==> config.mk <==
export PLATFORM = sky130hd
export DESIGN_NAME = thumb_multi_xfer_seq
export DESIGN_NICKNAME = d
export VERILOG_FILES = /design/src/rtl/thumb_multi_xfer_seq.sv
export SDC_FILE = /design/constraint.sdc
export NUM_CORES = 1
export LEC_CHECK = 0
export CORE_UTILIZATION = 30
export DETAILED_ROUTE_END_ITERATION = 8
export PLACE_DENSITY = 0.6
export SYNTH_ARGS = -nofsm -noshare
export SYNTH_HDL_FRONTEND = slang
export SYNTH_SLANG_ARGS = --single-unit
==> constraint.sdc <==
create_clock -name clk -period 3.55 [get_ports clk]
set_input_delay 0.5325 -clock clk [delete_from_list [all_inputs] [get_ports clk]]
set_output_delay 0.5325 -clock clk [all_outputs]
set_load 0.05 [all_outputs]
==> src/rtl/thumb_multi_xfer_seq.sv <==
// Thumb LDM/STM/PUSH/POP sequencer: walks the register list lowest-first with one word transfer per register, then issues base writeback.
// Optional abort support is enabled by defining MULTI_XFER_ABORT_EN.
module thumb_multi_xfer_seq #(
  parameter int unsigned ADDR_W = 32,
  parameter int unsigned SP_IDX = 13,
  parameter int unsigned LR_IDX = 14,
  parameter int unsigned PC_IDX = 15
) (
  input  logic              clk,
  input  logic              rst_n,
  input  logic              start,
  output logic              start_ready,
  input  logic [1:0]        op,
  input  logic [8:0]        reg_list,
  input  logic [2:0]        base_reg,
  input  logic [ADDR_W-1:0] base_val,
  output logic              busy,
  output logic              mem_req,
  output logic              mem_we,
  output logic [ADDR_W-1:0] mem_addr,
  output logic [3:0]        mem_reg,
  input  logic              mem_ack,
  output logic              wb_en,
  output logic [3:0]        wb_reg,
  output logic [ADDR_W-1:0] wb_val,
  output logic              pc_load,
`ifdef MULTI_XFER_ABORT_EN
  input  logic              mem_abort,
  output logic              abort,
`endif
  output logic              done
);

  localparam int unsigned LIST_W = 9;
  localparam int unsigned CNT_W  = 4;
  localparam int unsigned REG_W  = 4;

  localparam logic [1:0] OP_LDM  = 2'b00;
  localparam logic [1:0] OP_PUSH = 2'b10;
  localparam logic [1:0] OP_POP  = 2'b11;

  typedef enum logic [1:0] {IDLE, XFER, DONE} state_t;

  state_t              state_q, state_d;
  logic [1:0]          op_q, op_d;
  logic [LIST_W-1:0]   list_q, list_d;
  logic [2:0]          base_q, base_d;
  logic [ADDR_W-1:0]   wbv_q, wbv_d;
  logic                base_in_q, base_in_d;
  logic                pc_q, pc_d;

  logic                start_ready_d, busy_d, mem_req_d, mem_we_d;
  logic [ADDR_W-1:0]   mem_addr_d, wb_val_d;
  logic [REG_W-1:0]    mem_reg_d, wb_reg_d;
  logic                wb_en_d, pc_load_d, done_d;
`ifdef MULTI_XFER_ABORT_EN
  logic                abort_d;
`endif

  logic [LIST_W-1:0]   eff_list, rest_list;
  logic [CNT_W-1:0]    n_cnt;
  logic [ADDR_W-1:0]   four_n;

  // Architectural register for the lowest set list bit; bit 8 is LR or PC depending on op.
  function automatic logic [REG_W-1:0] reg_of(input logic [LIST_W-1:0] l, input logic [1:0] o);
    reg_of = '0;
    for (int i = int'(LIST_W) - 1; i >= 0; i--) begin
      if (l[i]) begin
        if (i == int'(LIST_W) - 1) reg_of = (o == OP_PUSH) ? REG_W'(LR_IDX) : REG_W'(PC_IDX);
        else                       reg_of = REG_W'(i);
      end
    end
  endfunction

  always_comb begin
    eff_list = (op[1]) ? reg_list : {1'b0, reg_list[7:0]};
    n_cnt    = '0;
    for (int i = 0; i < int'(LIST_W); i++) n_cnt = n_cnt + CNT_W'(eff_list[i]);
    four_n    = ADDR_W'(n_cnt) << 2;
    rest_list = list_q & (list_q - LIST_W'(1));
  end

  // Next state and next registered outputs.
  always_comb begin
    state_d       = state_q;
    op_d          = op_q;
    list_d        = list_q;
    base_d        = base_q;
    wbv_d         = wbv_q;
    base_in_d     = base_in_q;
    pc_d          = pc_q;
    start_ready_d = 1'b0;
    busy_d        = 1'b0;
    mem_req_d     = 1'b0;
    mem_we_d      = 1'b0;
    mem_addr_d    = '0;
    mem_reg_d     = '0;
    wb_en_d       = 1'b0;
    wb_reg_d      = '0;
    wb_val_d      = '0;
    pc_load_d     = 1'b0;
    done_d        = 1'b0;
`ifdef MULTI_XFER_ABORT_EN
    abort_d       = 1'b0;
`endif
    case (state_q)
      IDLE: begin
        start_ready_d = 1'b1;
        if (start) begin
          start_ready_d = 1'b0;
          busy_d        = 1'b1;
          op_d          = op;
          list_d        = eff_list;
          base_d        = base_reg;
          base_in_d     = reg_list[base_reg];
          pc_d          = eff_list[8];
          wbv_d         = (op == OP_PUSH) ? base_val - four_n : base_val + four_n;
          if (n_cnt == '0) begin
            state_d = DONE;
            done_d  = 1'b1;
          end else begin
            state_d    = XFER;
            mem_req_d  = 1'b1;
            mem_we_d   = op[1] ^ op[0];
            mem_addr_d = (op == OP_PUSH) ? base_val - four_n : base_val;
            mem_reg_d  = reg_of(eff_list, op);
          end
`ifdef MULTI_XFER_ABORT_EN
          if (mem_addr_d[1:0] != 2'b00) begin
            state_d    = DONE;
            done_d     = 1'b1;
            abort_d    = 1'b1;
            mem_req_d  = 1'b0;
            mem_we_d   = 1'b0;
            mem_addr_d = '0;
            mem_reg_d  = '0;
          end
`endif
        end
      end
      XFER: begin
        busy_d     = 1'b1;
        mem_req_d  = 1'b1;
        mem_we_d   = mem_we;
        mem_addr_d = mem_addr;
        mem_reg_d  = mem_reg;
        if (mem_ack) begin
          list_d = rest_list;
          if (rest_list == '0) begin
            state_d    = DONE;
            mem_req_d  = 1'b0;
            mem_we_d   = 1'b0;
            mem_addr_d = '0;
            mem_reg_d  = '0;
            done_d     = 1'b1;
            wb_en_d    = (op_q != OP_LDM) || !base_in_q;
            wb_reg_d   = op_q[1] ? REG_W'(SP_IDX) : {1'b0, base_q};
            wb_val_d   = wbv_q;
            pc_load_d  = (op_q == OP_POP) && pc_q;
          end else begin
            mem_addr_d = mem_addr + ADDR_W'(4);
            mem_reg_d  = reg_of(rest_list, op_q);
          end
`ifdef MULTI_XFER_ABORT_EN
          if (mem_abort) begin
            state_d    = DONE;
            list_d     = '0;
            mem_req_d  = 1'b0;
            mem_we_d   = 1'b0;
            mem_addr_d = '0;
            mem_reg_d  = '0;
            done_d     = 1'b1;
            abort_d    = 1'b1;
            wb_en_d    = 1'b0;
            wb_reg_d   = '0;
            wb_val_d   = '0;
            pc_load_d  = 1'b0;
          end
`endif
        end
      end
      DONE: begin
        state_d       = IDLE;
        start_ready_d = 1'b1;
        list_d        = '0;
      end
      default: state_d = IDLE;
    endcase
  end

  always_ff @(posedge clk or negedge rst_n) begin
    if (!rst_n) begin
      state_q     <= IDLE;
      op_q        <= '0;
      list_q      <= '0;
      base_q      <= '0;
      wbv_q       <= '0;
      base_in_q   <= 1'b0;
      pc_q        <= 1'b0;
      start_ready <= 1'b1;
      busy        <= 1'b0;
      mem_req     <= 1'b0;
      mem_we      <= 1'b0;
      mem_addr    <= '0;
      mem_reg     <= '0;
      wb_en       <= 1'b0;
      wb_reg      <= '0;
      wb_val      <= '0;
      pc_load     <= 1'b0;
      done        <= 1'b0;
`ifdef MULTI_XFER_ABORT_EN
      abort       <= 1'b0;
`endif
    end else begin
      state_q     <= state_d;
      op_q        <= op_d;
      list_q      <= list_d;
      base_q      <= base_d;
      wbv_q       <= wbv_d;
      base_in_q   <= base_in_d;
      pc_q        <= pc_d;
      start_ready <= start_ready_d;
      busy        <= busy_d;
      mem_req     <= mem_req_d;
      mem_we      <= mem_we_d;
      mem_addr    <= mem_addr_d;
      mem_reg     <= mem_reg_d;
      wb_en       <= wb_en_d;
      wb_reg      <= wb_reg_d;
      wb_val      <= wb_val_d;
      pc_load     <= pc_load_d;
      done        <= done_d;
`ifdef MULTI_XFER_ABORT_EN
      abort       <= abort_d;
`endif
    end
  end

endmodule

==> metrics.md <==
| Metric | Value |
|---|---|
| Synth top area share | `0.412` |
| DR vias/cell | `5.28` |
| Max Fclk | `223 MHz` |
| Dpl hpwl | `18400 um` |
| Total number of vias | `7238` |
| Final Core Density | `0.453` |
| DRT iter0 DRCs | `a little under 700` |
| Final count of negative-setup-slack endpoints | `67` |
| Top-count cell post-synth | `dfrtp_1` |
| Final wirelength | `about 26000 um` |
| Failing checks | `setup timing` |
| Number of global-route vias before repair | `approximately 7000` |
| P_leak | `4.80 nW` |
| Worst Hold Class | `primary input to asynchronous set/reset pin` |
| Detailed Routing Iterations Pass 1 | `7` |
| Fin. Hold Viols | `0` |
| Port bufs | `128` |
| Row cnt | `58` |
| Starting Density | `0.308` |
| Syn Std Cell Area | `7770 um^2` |
| Layout Area Growth over Synthesis | `47.4%` |
| Largest regs | `mem_addr x32, wb_val x32, wbv_q x32` |
| Avg Synthesized Cell Area | `9.20 um^2` |
| CTS tree | `built` |
| Top cells by area, synth | `dfrtp_1, nand2_1, xor2_1, o21ai_0, and2_1` |
| Worst-path cell chain | `buf_8 -> fa_1 -> inv_2 -> fa_1 -> fa_1 -> fa_2 -> fa_2 -> nand2b_4 -> and2_4 -> ha_4 -> buf_6 -> buf_4 -> nand2b_4 -> o311a_4 -> nor4_4 -> buf_4 -> buf_6 -> a32oi_2 -> xor2_1 -> o21ai_1` |
| Post-route cell area | `about 11000 um^2` |
| Worst vdd ir | `307 uV` |
| Clock Path Buffers | `2` |
| Tmin final | `4480 ps` |
| MaxCap Viol Count | `0` |
| Share of layout cells above drive strength 1 | `0.250` |
| Worst Setup Start Kind | `primary input` |
| Yosys top cell by area | `dfrtp_1` |
| Dpl cells | `1323` |
| Die width | `163 um` |
| Drt wl/cell | `18.6 um` |
| Slew HR | `0.483` |
| Distinct cells, synth | `75` |
| Largest net degree at the start of global routing | `70` |
| Post-synth top cells | `dfrtp_1, nand2_1, o21ai_0, clkbuf_1, and2_1` |
| Tot Pwr | `7.51 mW` |
| Cts bufs inserted | `17` |
| Final Worst Setup Slack | `-934 ps` |
| Syn Nets | `918` |
| DP Worst Slack | `-1780 ps` |
| Worst Setup End Kind | `flip-flop` |
| CP most frequent cell | `fa_1` |
| Pwr/cell area | `656 nW/um^2` |
| Drt drc | `0` |
| Critical path class | `primary input to flip-flop` |
| Full die area | `26500 um^2` |
| Max-slew violation count | `0` |
| Crit path max fanout | `7` |
| Worst skew pair latency | `about 420 ps` |
| Final nets | `around 1100` |
| Most used DFF post-synth | `dfrtp_1` |
| Setup_tns | `-46630 ps` |
| #FFs+latches synth | `129` |
| Initial antenna violation count | `1` |
| Worst-margin pin slew | `between 700 and 800 ps` |
| Overall routing resource usage | `0.195` |
| First-pass GRT wire length | `around 40000 um` |
| Placed Instance Area | `between 9000 and 10000 um^2` |
| Worst Path Arrival | `between 4000 and 5000 ps` |
| Ports | `around 130` |
| Remaining antenna violation count | `0` |
| RSZ-0062 raised after global routing | `true` |
| Fin crit share | `1.26` |
| Number of synthesized flops with an enable pin | `0` |
| Synth async-reset ratio | `1.00` |
| CTS Sinks | `129` |
| Yosys warns | `0` |
| Core Region | `about 25000 um^2` |
| Clock Skews | `5.93 ps` |
| H-tree level count | `4` |
| Status | `complete, but fails checks` |
| Gr ovfl total | `0` |
| Seq/Total Area, Yosys | `0.416` |
| Die Y | `163 um` |
| CTS root buf | `clkbuf_16` |
| Crit-path leading delay family | `adder cells` |
| Crit path largest cell delay | `550 ps` |
| Worst path required time | `3830 ps` |
| Hold Slack | `60.1 ps` |
| Clock-pin slew on the worst setup and hold paths | `60 ps` |
| Layout Cells excl Fill | `about 1400` |
| Gate Count Post-Synth | `around 840` |
| CP max-delay cell | `fa_1` |
| RePlAce Congestion | `0.885` |
| CP bufs+invs | `6` |
-- layer usage --
| layer | up-vias | track usage | share of wire |
|---|---|---|---|
| met5 | - | 0 | 0 |
| met4 | 0 | 0.0663 | 0.021 |
| met3 | 40 | 0.0382 | 0.051 |
| met2 | 240 | 0.301 | 0.47 |
| met1 | 3555 | 0.270 | 0.46 |
| li1 | 3403 | - | - |
-- report_power, final --
part           internal, mW  leakage, nW  total [mW]  switching (mW)
sequential             1.90         1.70        2.33           0.438
clock                  1.12        0.290        1.80           0.672
combinational          1.36         2.81        3.38            2.02
-- repair_timing --
item | CTS | global route
gates cloned | 1 | 0
endpoints found under the setup margin | 70 | 70
pin swaps | 43 | 37
setup buffers | 10 | 16
gates resized for setup | 120 | 52
hold buffers | 0 | 0
-- area by class of cell --
cell class                      count  area (um^2)
Antenna cell                        1         2.50
Clock buffer                       19          443
Clock inverter                     12          159
Fill cell                        2366        13800
Inverter                           30          115
Multi-Input combinational cell    628         4980
Sequential cell                   129         3230
Tap cell                          330          413
Timing Repair Buffer              222         2110
-- final timing paths --
kind                                       startpoint                        to  slack (ps)  cells past startpoint
worst max-delay path                      reg_list[0]     wbv_q[25]$_DFFE_PN0P_        -930                     20
worst min-delay path                            rst_n      wb_val[17]$_DFF_PN0_          60                      1
worst max register to register  list_q[1]$_DFFE_PN0P_  mem_addr[10]$_DFFE_PN0P_         530                      6
worst min register to register  base_in_q$_DFFE_PN0P_           wb_en$_DFF_PN0_         460                      1
max in group asynchronous                       rst_n     start_ready$_DFF_PN1_        2580                      2
min in group clk                base_in_q$_DFFE_PN0P_           wb_en$_DFF_PN0_         460                      1
-- layout by cell type (no fill, tap or decap), drive strengths merged, types with 6 or more instances in the layout --
| cell | count |
|---|---|
| and3 | 14 |
| o22ai | 7 |
| xor2 | 35 |
| nand2 | 100 |
| clkdlybuf4s50 | 124 |
| clkbuf | 19 |
| a22o | 7 |
| inv | 32 |
| and2 | 43 |
| nand2b | 9 |
| a221o | 6 |
| o311ai | 9 |
| or3 | 10 |
| a21oi | 26 |
| nand4 | 24 |
| fa | 7 |
| mux2 | 7 |
| buf | 98 |
| o21ai | 62 |
| dfrtp | 128 |
| a211oi | 8 |
| o211ai | 8 |
| nor2 | 41 |
| nand3 | 23 |
| nor3 | 28 |
| a31oi | 12 |
| nor4 | 17 |
| a32oi | 6 |
| xnor2 | 21 |
| ha | 17 |
-- kinds of logic after synthesis --
| group | synth area share |
|---|---|
| multiplexers | 0.0211 |
| adder cells (fa/ha/maj) | 0.0454 |
| AND/OR/NAND/NOR | 0.234 |
| XOR/XNOR | 0.0632 |
| flip-flops | 0.416 |
| buffers and inverters | 0.0478 |
| AO/OA/AOI/OAI | 0.172 |
Power figures use the tool's default switching activity.
==> RTL change: new RTL, same flow settings <==
The parameter `ADDR_W` goes from 32 to 16.
--- a/src/rtl/thumb_multi_xfer_seq.sv
+++ b/src/rtl/thumb_multi_xfer_seq.sv
@@ -1,7 +1,7 @@
 // Thumb LDM/STM/PUSH/POP sequencer: walks the register list lowest-first with one word transfer per register, then issues base writeback.
 // Optional abort support is enabled by defining MULTI_XFER_ABORT_EN.
 module thumb_multi_xfer_seq #(
-  parameter int unsigned ADDR_W = 32,
+  parameter int unsigned ADDR_W = 16,
   parameter int unsigned SP_IDX = 13,
   parameter int unsigned LR_IDX = 14,
   parameter int unsigned PC_IDX = 15
Ports: changed (resized base_val, mem_addr and wb_val); port bits go from 129 to 81. The function was not compared with the original's and may differ.
==> RTL change against the unedited design <==
The run still ends with setup timing left. Sequential cell count is 48 lower. Hold slack improved by 0.21 ns. Die area is 36% lower. Routed wire length shrank 39%. Largest power group unchanged. Non-clock buffer count down 61. Clock power is 41% lower. Cell area fell by 35%. Power decreased by 25%. Synthesized area down 36%. Worst setup slack better by 0.12 ns.
==> RTL change: results (changes against the unedited design) <==
[worst_setup_path]
critPathMaxStageDelay_ns = 0.62  ; +0.07 ns
slowest_stage = fa_2
cp-endpoint = wbv_q[14]
critical_path.max_fanout = 5  ; -2
r2r_cells = 5  ; -1
r2r-start = list_q[0]
reg2reg_slack_ns = 0.57  ; +0.04 ns
startpoint = reg_list[1]

[clocking]
ctsHtreeMaxLevel = 3  ; -1
numCtsBuffers = 9  ; -8
clk_latency_ns = 0.35  ; -0.07 ns
post-cts-setup-buffers = 11  ; +1
clockBufferDepth = 2  ; unchanged
post_cts_resized = 62  ; -48%

[final_layout]
drive_gt1_frac = 0.275  ; +0.0251
reg.largest.list = mem_addr (16), wb_val (16), wbv_q (16)
nNetsFinal = 740  ; -33%
n_antenna_cell = 0  ; -1

[drt]
via_per_inst = 5.23  ; -0.99%
wl_per_cell_um = 17.2  ; -7.9%
drt-total-wl_um = 15500  ; -39%
drt_iter0_markers = 342  ; -49%
dr.pass1.iters = 5  ; -2

[power]
ir_drop_mv = 0.329  ; +7.4%
internal-power_mw = 3.19  ; -27%
leakagePower_nw = 3.16  ; -34%

[sta]
tns_ns = -21.89  ; +24.74 ns
slew_headroom = 0.408  ; -0.0750
timing.final.ws_setup_ns = -0.810  ; +0.124 ns
setup_viol = 38  ; -43%
skew_ns = 0.00973  ; +0.00380 ns

[global_route]
grtUsageMet2 = 0.302  ; +0.000931
antenna_found_initial = 0  ; -1
grt_pass1_wl_um = 24200  ; -39%
first_global_vias = 4550  ; -35%
grt_start_max_net_pins = 64  ; -8.6%
grt_util_met3 = 0.0204  ; -0.0178

[synthesis]
yosys-top-cells-count = 80 x dfrtp_1, 65 x nand2_1, 35 x o21ai_0, 29 x inv_1, 28 x nor2_1
yosysSeqAreaShare = 0.408  ; -0.00823
ys_top_cells_by_area = dfrtp_1 40%, nand2_1 4.9%, ha_1 4.3%, o21ai_0 3.5%, fa_1 2.8%
synth_area_per_cell_sq_um = 9.25  ; +0.52%
synth_fp_nets = 596  ; -35%

[run_status]
outcome = finished, violations left
violations = setup timing

[placement]
place_inst = 865  ; -35%
routabilityCongestion = 0.882  ; -0.34%
preCtsSetupSlack_ns = -1.66  ; +0.122 ns
place_area_sq_um = 6520  ; -34%

## RTL change: cell count changes in the layout (fill, tap and decap cells not counted), sizes merged, moves of 20 or more
cell,delta
nand4,-20
nand2,-35
o21ai,-27
and2,-21
dfrtp,-48
xor2,-34
clkdlybuf4s50,-48
## RTL change: kinds of logic (layout without fill, tap and decap cells)
kind of cell               count (synthesis)  count (layout)  synth area share
AOI/OAI and AO/OA                        146             147             0.208
xor gates and xnor gates                  16              16            0.0282
adders and majority gates                 25              25            0.0729
buffers and inverters                     58             206            0.0465
DFF                                       81              81             0.408
muxes                                     10              10            0.0261
and+or+nand+nor                          202             202             0.211
## RTL change: how the worst min path moves through the flow
stage | start | slack [ns] | to
final | rst_n | 0.27 | wb_val[8]
after global routing | rst_n | 0.34 | wb_val[10]
after CTS | rst_n | 0.31 | wb_val[8]
after detailed placement | wbv_q[0] | 0.45 | wbv_q[0]
after global placement | wbv_q[1] | 0.45 | wbv_q[1]
after floorplan | rst_n | 0.24 | base_in_q
## RTL change: per-layer routing
metal  vias to the layer above  wire length, um
li1                       2256                -
met1                      2323             7280
met2                       122             7290
met3                        19              646
met4                         0              278
met5                         -                0
## RTL change: cell type report
class	count	area, sq um	share of cell area
sequential	81	2030	0.273
clock inverter	5	85.1	0.0114
clock buffer	11	253	0.0340
multi-input combinational	400	3210	0.433
tap	216	270	0.0364
timing repair buffer	161	1470	0.198
inverter	29	111	0.0150
## RTL change: power by group through the flow
stage | Clock, mW | Sequential [mW] | Combinational, mW
after detailed placement | 0 | 1.51 | 2.59
after CTS | 1.08 | 1.49 | 2.85
after global placement | 0 | 1.50 | 2.56
after global routing | 1.12 | 1.54 | 3.27
final | 1.07 | 1.50 | 3.06
after floorplan | 0 | 1.76 | 1.43
